--- config.mk ---
export PLATFORM = sky130hd
export DESIGN_NAME = core_seq_ctrl
export DESIGN_NICKNAME = d
export VERILOG_FILES = /design/src/rtl/core_seq_pkg.sv /design/src/rtl/core_seq_ctrl_wait_timer.sv /design/src/rtl/core_seq_ctrl.sv
export SDC_FILE = /design/constraint.sdc
export NUM_CORES = 1
export LEC_CHECK = 0
export CAP_MARGIN = 25
export CORE_ASPECT_RATIO = 2
export CORE_MARGIN = 2
export CORE_UTILIZATION = 30
export DETAILED_ROUTE_END_ITERATION = 16
export PLACE_DENSITY_LB_ADDON = 0.3
export SLEW_MARGIN = 10
export SYNTH_ARGS = -nofsm -noshare
export SYNTH_HDL_FRONTEND = slang
export SYNTH_SLANG_ARGS = --single-unit
--- constraint.sdc ---
create_clock -name clk -period 7.2 [get_ports clk]
set_input_delay 0.72 -clock clk [delete_from_list [all_inputs] [get_ports clk]]
set_output_delay 0.72 -clock clk [all_outputs]
set_load 0.02 [all_outputs]
--- src/rtl/core_seq_pkg.sv ---
// Shared encodings for the core sequencer: one-hot state bus, address-mux selects
// and the bundle of memory/pipeline strobes the sequencer drives.
package core_seq_pkg;

  localparam int STATE_W = 4;

  typedef logic [STATE_W-1:0] state_bus_t;

  localparam state_bus_t ST_IF    = 4'b0001;
  localparam state_bus_t ST_EX    = 4'b0010;
  localparam state_bus_t ST_MEM   = 4'b0100;
  localparam state_bus_t ST_WB    = 4'b1000;
  localparam state_bus_t ST_RESET = ST_IF;

  localparam logic ADDR_SEL_PC   = 1'b0;
  localparam logic ADDR_SEL_DATA = 1'b1;

  typedef struct packed {
    logic mem_req;
    logic mem_we;
    logic mem_addr_sel;
    logic pc_we;
    logic rd_we;
  } ctrl_t;

endpackage

--- src/rtl/core_seq_ctrl_wait_timer.sv ---
// Stall watchdog for the shared memory port: counts ungranted wait cycles and
// flags expiry when the count reaches TIMEOUT with the grant still low.
module seq_wait_timer #(
  parameter int TIMEOUT_W = 8,
  parameter int TIMEOUT   = 255
) (
  input  logic clk,
  input  logic rstn,
  input  logic i_active,
  input  logic i_gnt,
  input  logic i_state_chg,
  output logic o_expired
);

  localparam logic [TIMEOUT_W-1:0] LIMIT = TIMEOUT_W'(TIMEOUT);

  logic [TIMEOUT_W-1:0] r_count;
  logic                 w_clear;

  assign o_expired = i_active & ~i_gnt & (r_count == LIMIT);

  // An expiry restarts the count so a retried fetch gets a full new window.
  assign w_clear = ~i_active | i_gnt | i_state_chg | o_expired;

  always_ff @(posedge clk or negedge rstn) begin
    if (!rstn) begin
      r_count <= '0;
    end else if (w_clear) begin
      r_count <= '0;
    end else begin
      r_count <= r_count + TIMEOUT_W'(1);
    end
  end

endmodule

--- src/rtl/core_seq_ctrl.sv ---
// Multi-cycle core sequencer: one-hot IF/EX/MEM/WB bus, shared memory port
// arbitration by state, stall watchdog and retired-instruction counter.
module core_seq_ctrl
  import core_seq_pkg::*;
#(
  parameter int TIMEOUT_W = 8,
  parameter int TIMEOUT   = 255
) (
  input  logic               clk,
  input  logic               rstn,
  input  logic               is_load,
  input  logic               is_store,
  input  logic               rd_wen_dec,
  input  logic               mem_gnt,
  output logic [STATE_W-1:0] state,
  output logic               mem_req,
  output logic               mem_we,
  output logic               mem_addr_sel,
  output logic               pc_we,
  output logic               rd_we,
  output logic               bus_err,
  output logic [31:0]        instret
);

  state_bus_t  r_state;
  state_bus_t  w_state_nxt;
  logic        r_rd_wen;
  logic        r_is_store;
  logic        r_abort;
  logic [31:0] r_instret;

  logic  w_in_if;
  logic  w_in_ex;
  logic  w_in_mem;
  logic  w_in_wb;
  logic  w_state_chg;
  logic  w_expired;
  ctrl_t w_ctrl;

  assign w_in_if     = (r_state == ST_IF);
  assign w_in_ex     = (r_state == ST_EX);
  assign w_in_mem    = (r_state == ST_MEM);
  assign w_in_wb     = (r_state == ST_WB);
  assign w_state_chg = (r_state != w_state_nxt);

  seq_wait_timer #(
    .TIMEOUT_W (TIMEOUT_W),
    .TIMEOUT   (TIMEOUT)
  ) u_wait_timer (
    .clk         (clk),
    .rstn        (rstn),
    .i_active    (w_in_if | w_in_mem),
    .i_gnt       (mem_gnt),
    .i_state_chg (w_state_chg),
    .o_expired   (w_expired)
  );

  // NOTE: sequential state is updated with non-blocking assignments so every
  // flop samples the pre-edge values regardless of process ordering.
  always_ff @(posedge clk or negedge rstn) begin
    if (!rstn) begin
      r_state <= ST_RESET;
    end else begin
      r_state <= w_state_nxt;
    end
  end

  always_comb begin
    // NOTE: a default before the case keeps every path assigned, so no latch
    // is inferred; it also sends any illegal encoding back to IF.
    w_state_nxt = ST_RESET;
    case (r_state)
      ST_IF:  w_state_nxt = mem_gnt ? ST_EX : ST_IF;
      ST_EX:  w_state_nxt = (is_load | is_store) ? ST_MEM : ST_WB;
      ST_MEM: w_state_nxt = (mem_gnt | w_expired) ? ST_WB : ST_MEM;
      ST_WB:  w_state_nxt = ST_IF;
      default: w_state_nxt = ST_RESET;
    endcase
  end

  always_comb begin
    w_ctrl              = '0;
    w_ctrl.mem_addr_sel = ADDR_SEL_PC;
    case (r_state)
      ST_IF: begin
        w_ctrl.mem_req = 1'b1;
      end
      ST_MEM: begin
        w_ctrl.mem_req      = 1'b1;
        w_ctrl.mem_we       = r_is_store;
        w_ctrl.mem_addr_sel = ADDR_SEL_DATA;
      end
      ST_WB: begin
        w_ctrl.pc_we = 1'b1;
        w_ctrl.rd_we = r_rd_wen & ~r_abort;
      end
      default: ;
    endcase
  end

  // Decoder qualifiers are only trusted in EX; a load+store pair behaves as a store.
  // The abort flag is set on the MEM expiry edge and drops again as WB is left.
  always_ff @(posedge clk or negedge rstn) begin
    if (!rstn) begin
      r_rd_wen   <= 1'b0;
      r_is_store <= 1'b0;
      r_abort    <= 1'b0;
    end else begin
      if (w_in_ex) begin
        r_rd_wen   <= rd_wen_dec;
        r_is_store <= is_store;
      end
      r_abort <= w_in_mem & w_expired;
    end
  end

  always_ff @(posedge clk or negedge rstn) begin
    if (!rstn) begin
      r_instret <= '0;
    end else if (w_in_wb && !r_abort) begin
      r_instret <= r_instret + 32'd1;
    end
  end

  assign state        = r_state;
  assign mem_req      = w_ctrl.mem_req & rstn;
  assign mem_we       = w_ctrl.mem_we;
  assign mem_addr_sel = w_ctrl.mem_addr_sel;
  assign pc_we        = w_ctrl.pc_we;
  assign rd_we        = w_ctrl.rd_we;
  assign bus_err      = w_expired & rstn;
  assign instret      = r_instret;

endmodule

# Yosys cells after proc, flatten, opt, wreduce, memory -nomap -nowiden
# Index checks and enable logic that the tools add are counted.
# W data, S select, Z words.
# totals
regBits,47
input_bits,6
word_cells,40
# op_classes
n_addsub,2
n_eq_ne,6
n_mux,8
bitwise_logic,15
reduce_logical,3
# ops
operator,count
$add A32 B1 Y32 const B,1
$pmux W4 S3,1
$add A8 B1 Y8 const B,1
$eq A8 B8 Y1 const B,1
$mux W4,2
$mux W8,1
$and A1 B1 Y1,6
$mux W2,3
$or A1 B1 Y1,6
$eq A4 B1 Y1 const B,1
$eq A4 B2 Y1 const B,1
$eq A4 B3 Y1 const B,1
$eq A4 B4 Y1 const B,1
$ne A4 B4 Y1,1
$not A1 Y1,3
$reduce_or A2 Y1,1
$logic_and A1 B1 Y1,1
$logic_not A1 Y1,1
$mux W1,1

# Longest topological paths before layout
# logic_depth
ltp_word,11
depth_mapped,7

# Hierarchy
# Synthesis repeated with hierarchy kept, for this count alone.
# hier_totals
hier_cells,210
hier_area_um2,2208.4
# by_module_without_submodules
mod,instances,cells_per_inst,area_per_inst_um2,seq_area_each_um2
core_seq_ctrl,1,169,1798.0,977.2
seq_wait_timer,1,41,410.4,200.2

# Least setup slack after synthesis
# OpenSTA, ideal clock, no wires.
# synth_path
path_kind,in2out
from,input port mem_gnt
to,output port bus_err
t_arrival_ns,1.981
path_slack_ns,4.499
stages,3
n_path_buf,1
path_cell_list,or4_2 > clkbuf_1 > nor3_1
# synth_between
elab_chain_cells,4
# synth_rtl
item,line,rtl
"start, declared",core_seq_ctrl.sv:14,"input logic mem_gnt,"
$not A1 Y1,core_seq_ctrl_wait_timer.sv:20,assign o_expired = i_active & ~i_gnt & (r_count == LIMIT);
$and A1 B1 Y1 (2 in series),core_seq_ctrl_wait_timer.sv:20,
$and A1 B1 Y1,core_seq_ctrl.sv:131,assign bus_err = w_expired & rstn;
"end, declared",core_seq_ctrl.sv:21,"output logic bus_err,"
# Every way passes these cells.

# Worst setup path in the final report
# Ends and elaborated chain as after synthesis.

==> results.yml <==
run_status:
  status: "finished, final reports clean"
global_route:
  antenna_found_initial: 0
  grt-ovfl-total: 0
  grt_pass1_wl_um: 7527
  grt_pass1_vias: 1593
  grt_max_degree: 49
  globalRouteTotalUtil_pct: 11.90
cts:
  cts_resized: 0
  post_cts_buffers: 0
  cts_made_buffers: 5
  tritoncts: "built"
  cts_hold_buf: 0
  clkSlewWorstSetupHoldPaths_ns: 0.06
  cts_sinks: 47
  clk_latency_ns: 0.28
  clockBufferDepth: 2
  cts_root_buffer: "clkbuf_16"
  cts_max_level: 2
final_layout:
  stdcell_count: 337
  area_delta_synth_final_pct: 33.01
  design_area_sq_mm: 0.002904
  diodes: 0
  drive_above_1_share_pct: 8.980
  nets: 252
pwr:
  peakVddDrop_mv: 0.2000
  p_per_area_mw_per_mm2: 232.6
  p_leak_nw: 1.230
  finalPower_mw: 0.6755
sta:
  holdWs_ns: 0.4577
  timing.fmax_mhz: 291.9
  setup_viol: 0
  rsz0062_at_grt: "no"
  fin_crit_ns: 3.426
  slew_viol_final: 0
  clock_skew_ns: 0.004813
  hold_viol_final: 0
  max_slew_margin_pct: 25.27
  tightest_slew_ns: 1.111
  fin_crit_sh_pct: 47.58
  tns_ns: 0
critical_path:
  start_kind: "input pin"
  slowest_stage: "or4_2"
  max_stage_delay_ns: 0.70
  critical_path_class: "in2out"
  cp_data_required_time_ns: 6.48
  critPathMaxFanout: 6
  path_cells: "clkdlybuf4s50_1 > or4_2 > nor3_1 > clkdlybuf4s50_1"
  worstSetupEndpointType: "primary output"
  cp_common_cell: "clkdlybuf4s50_1"
  crit_arrival_ns: 2.71
yosys:
  syn_inst: 194
  ys_types: 34
  synth_nets: 202
  syn_area_per_cell_sq_um: 11.25
  synth-seq-area-share_pct: 53.93
  yosys_register_bits: 47
  syn_area_sq_mm: 0.002183
  yosysWarnings: 0
drt:
  drt-vias-per-instance: 4.659
  wire_per_inst_um: 13.02
  drcViolationCount: 0
  drt-initial-drc-count: 45
  dr_total_vias: 1570
  drtAntennaViolNets: 0
  drt-pass1-iter-count: 2
  routed_wl_um: 4389
die:
  core_area_sq_mm: 0.007157
  die_w_um: 64.33
  die_h_um: 124.6
  rows: 44
  initial_core_util_pct: 30.51
  ios: 48
  die_area_sq_mm: 0.008018
placed_design:
  placed_cells: 329
  place_area_sq_mm: 0.002730
  hpwl_um: 3139
  port_buffers: 47
  gp_congestion: 0.7338
min_path:
  hold_class: "reg2reg"
job:
  cap_violations: 0
synth_stat cells (all sizes together):
cell type / count / area share (%)
a22o: 1 / 0.40
o21ai: 2 / 0.46
o22ai: 1 / 0.29
inv: 7 / 1.2
nor4: 6 / 2.0
nand4b: 2 / 0.80
nor3: 14 / 3.2
ha: 2 / 1.1
and2: 2 / 0.57
dfrtp: 46 / 53
nand3: 15 / 3.4
nor4b: 1 / 0.40
or3: 1 / 0.52
and3: 4 / 1.1
xor2: 14 / 5.6
or4: 4 / 1.7
buf: 3 / 1.5
dfstp: 1 / 1.2
clkbuf: 2 / 0.34
and4: 2 / 0.80
nand3b: 2 / 0.69
nand4: 8 / 2.3
mux2: 3 / 1.5
nand2b: 2 / 0.57
nand2: 10 / 1.7
or4b: 2 / 1.1
o21bai: 1 / 0.34
xnor2: 25 / 10
nor2: 11 / 1.9
where the power goes:
group	internal [mW]	switching [mW]
clock network	0.173	0.0951
registers	0.285	0.0241
logic	0.0486	0.0497
total	0.506	0.169
layout by cell type, fill, tap and decap left out, types with 3 or more instances in the layout:
master and n:
clkbuf_16 5, nand3_1 15, nand4_1 8, nor3_1 14
nand2_1 10, dfrtp_1 46, nor4_1 5, and3_1 4
inv_1 7, xor2_1 14, mux2_2 3, clkdlybuf4s50_1 46
nor2_1 11, xnor2_1 24
stage by stage:
stage | utilization, % | worst slack (ns)
after floorplan | - | 4.499
after CTS | 40.58 | 3.759
after detailed placement | 38.15 | 3.756
after global placement | 38.15 | 3.767
after global routing | 40.58 | 3.685
final | 40.58 | 3.775
layout make-up:
| class | count | area, sq um |
|---|---|---|
| clock inverter | 2 | 35.03 |
| tap | 92 | 115.1 |
| inverter | 7 | 26.28 |
| sequential | 47 | 1177 |
| timing repair buffer | 48 | 473.0 |
| clock buffer | 6 | 138.9 |
| fill | 741 | 4253 |
| multi-input combinational | 135 | 938.4 |
cells by family after synthesis:
kind of cell / Yosys count / share of synthesized area [%]
adder cells (fa/ha/maj): 2 / 1.146
flip-flops: 47 / 53.93
AO/OA/AOI/OAI: 5 / 1.490
AND/OR/NAND/NOR: 86 / 22.81
buffers and inverters: 12 / 3.095
XOR/XNOR: 39 / 15.99
multiplexers: 3 / 1.547
layer usage:
layer  vias to the layer above  track usage (%)  part of all wire [%]
li1                        778                -                     -
met1                       746            15.18                    45
met2                        41            18.38                    47
met3                         5            3.342                   5.4
met4                         0            5.632                   2.2
met5                         -                0                     0
critical path: cells and delay by family:
family                 cells  cell delay [ns]
buffers and inverters      2             1.08
AND/OR/NAND/NOR            2             0.90
sequential cells by signal, indices dropped and copies added, names as in the netlist:
register	cells
r_rd_wen	1
state	4
r_abort	1
u_wait_timer.r_count	8
instret	32
r_is_store	1
final timing paths:
path                                                    from                           endpoint  slack, ns  cells after the start
setup / recovery                                     mem_gnt                            bus_err       3.77                      4
hold / removal             u_wait_timer.r_count[0]$_DFF_PN0_  u_wait_timer.r_count[0]$_DFF_PN0_       0.46                      1
setup reg to reg                          state[1]$_DFF_PN0_            instret[19]$_DFFE_PN0P_       4.57                      4
hold reg to reg            u_wait_timer.r_count[0]$_DFF_PN0_  u_wait_timer.r_count[0]$_DFF_PN0_       0.46                      1
max in group asynchronous                               rstn  u_wait_timer.r_count[4]$_DFF_PN0_       6.28                      2
min in group asynchronous                               rstn  u_wait_timer.r_count[5]$_DFF_PN0_       0.53                      2
Power figures use the tool's default switching activity.
==> patch, RTL diff (same flow settings) <==
`TIMEOUT_W` is set to 8 in 2 places; all go to 9.
--- a/src/rtl/core_seq_ctrl_wait_timer.sv
+++ b/src/rtl/core_seq_ctrl_wait_timer.sv
@@ -2,5 +2,5 @@
 // flags expiry when the count reaches TIMEOUT with the grant still low.
 module seq_wait_timer #(
-  parameter int TIMEOUT_W = 8,
+  parameter int TIMEOUT_W = 9,
   parameter int TIMEOUT   = 255
 ) (
--- a/src/rtl/core_seq_ctrl.sv
+++ b/src/rtl/core_seq_ctrl.sv
@@ -4,5 +4,5 @@
   import core_seq_pkg::*;
 #(
-  parameter int TIMEOUT_W = 8,
+  parameter int TIMEOUT_W = 9,
   parameter int TIMEOUT   = 255
 ) (
Function: same outputs for any inputs over 10 cycles, from zero or initial values and one cycle with rstn low; that may be too few to reach the edited logic, so the function may still have changed.
==> patch against the unedited design <==
  * Setup slack got worse by 0.016 ns
  * Critical path depth up 4
  * Critical endpoint unchanged
  * Core utilization is 0.16 points lower
  * Highest routed layer unchanged
  * Power up 1.8%
  * Sequential cell count rose by 1
  * Area after synthesis is 6.8% higher
  * Sequential share of layout area fell by 1.1 points
  * Combinational power up 8%
  * Design area increased by 5.0%
  * Routed wire length up 21%
==> patch: results (changes against the unedited design) <==
[placement]
io_buffers = 47  ; unchanged
place_ws_ns = 4.03  ; +0.273 ns
post_dp_cell_area_um2 = 2890  ; +5.7%
dpl.hpwl_um = 3920  ; +25%
gp_congestion = 0.698  ; -4.8%
dp.cells = 350  ; +6.4%

[global_routing]
grt_pass1_wl_um = 8940  ; +19%
antenna_found_initial = 0  ; unchanged
grt_max_degree = 51  ; +4.1%
gr-usage-all-layers_pct = 13.7  ; +1.8 points
first_global_vias = 1806  ; +13%

[clock_network]
postCtsSetupBuffers = 0  ; unchanged
postCtsResizedCells = 0  ; unchanged
clk_latency_ns = 0.29
cts_root_buf = clkbuf_16
h-tree-depth = 2  ; unchanged
clockBufferDepth = 2  ; unchanged
cts.clk_slew.worst_paths_ns = 0.07
cts_made_buffers = 5  ; unchanged

[worst_setup_path]
r2r_setup_slack_ns = 4.85  ; +0.28 ns
crit_fanout = 4  ; -2
reg2reg_depth = 4  ; unchanged
reg2reg_from = state[1]
r2r-end = instret[19]

[status]
status = finished clean

[layout]
nNetsFinal = 272  ; +7.9%
drive_above_1_share_pct = 9.09  ; +0.11 points
antennaDiodeCount = 0  ; unchanged
n_fill_cell = 777  ; +4.9%
largest_reg_flops = 32  ; unchanged

[logic_synthesis]
synth_cells = 215  ; +11%
synth.area.top_cells = dfrtp_1 (50%), xor2_1 (9.0%), xnor2_1 (5.6%), nor3_2 (3.4%), nand3_1 (2.8%)
syn-num-nets = 224  ; +11%
ys_seq_area_share_pct = 51.6  ; -2.4 points
synth_commonest_cells = dfrtp_1 (47), xor2_1 (24), nor2_1 (17)
ys_types = 34  ; unchanged
async_reset_ff_share_pct = 100  ; unchanged
yosysWarnings = 0  ; unchanged

[drt]
wl_per_cell_um = 14.8  ; +14%
drtIter0Drc = 65  ; +44%
viasPerCell = 4.87  ; +4.4%
routed_wl_um = 5300  ; +21%
firstDrtPassIters = 4  ; +2

[min_path]
min_from = instret[31]
hold_class = reg2reg
holdPathEnd = instret[31]
min_path_cells = 1  ; unchanged

[timing]
relSlewSlack_pct = 41.3  ; +16 points
skew_ns = 0.00868  ; +0.00387 ns

[pwr]
peakVddDrop_mv = 0.177  ; -12%
leakage_nw = 1.33  ; +8.3%

[patch: through the flow]
step                      utilization [%]  hold slack [ns]
after global routing                 40.4            0.499
after global placement               38.2            0.458
after floorplan                         -            0.424
after detailed placement             38.2            0.475
final                                40.4            0.473
after CTS                            40.4            0.483
[patch: area by class of cell]
type	instances	area (µm²)	area share (%)
Sequential cell	48	1200	39.4
Multi-Input combinational cell	152	1060	34.8
Inverter	8	30.0	0.985
Tap cell	94	118	3.86
Timing Repair Buffer	48	473	15.5
Clock buffer	6	129	4.23
Clock inverter	2	35.0	1.15
[patch: where the power goes]
| group | internal (mW) | switching [mW] | total, mW | leakage [nW] |
|---|---|---|---|---|
| Clock | 0.164 | 0.100 | 0.264 | 0.0808 |
| Sequential | 0.291 | 0.0269 | 0.318 | 0.660 |
| Combinational | 0.0517 | 0.0538 | 0.106 | 0.591 |
[patch: how the worst max path moves through the flow]
stage / start / end / slack [ns] / cells past startpoint
2_1_floorplan: state[2] / mem_we / 4.42 / 3
3_3_place_gp: mem_gnt / bus_err / 4.07 / 4
3_5_place_dp: mem_gnt / bus_err / 4.03 / 4
4_1_cts: u_wait_timer.r_count[0] / bus_err / 3.76 / 8
5_1_grt: u_wait_timer.r_count[0] / bus_err / 3.54 / 8
6_report: u_wait_timer.r_count[0] / bus_err / 3.76 / 8
[patch: routing by layer]
metal  routed length (µm)  GRT usage [%]  vias to the layer above
met5                    0              0                        -
met1                 2010           15.3                      866
met3                  151           2.19                        6
li1                     -              -                      832
met4                   76           5.04                        0
met2                 3060           25.1                       38
[patch: worst max-delay path, cell delays in order (launching register included)]
cell	delay (ns)
dfrtp_1	0.38
ha_1	0.20
nand3_1	0.13
nor2_1	0.18
and3_1	0.19
ha_1	0.17
nor4bb_1	0.41
and2_1	0.20
clkdlybuf4s50_1	0.60
[patch: kinds of logic after synthesis]
logic type      after synthesis  share of synthesized area (%)
compound gates                4                           1.13
fa+ha+maj                     3                           1.61
buf+inv                      15                           2.90
xor+xnor                     39                           14.6
simple gates                103                           26.7
flops                        48                           51.6
mux                           3                           1.45
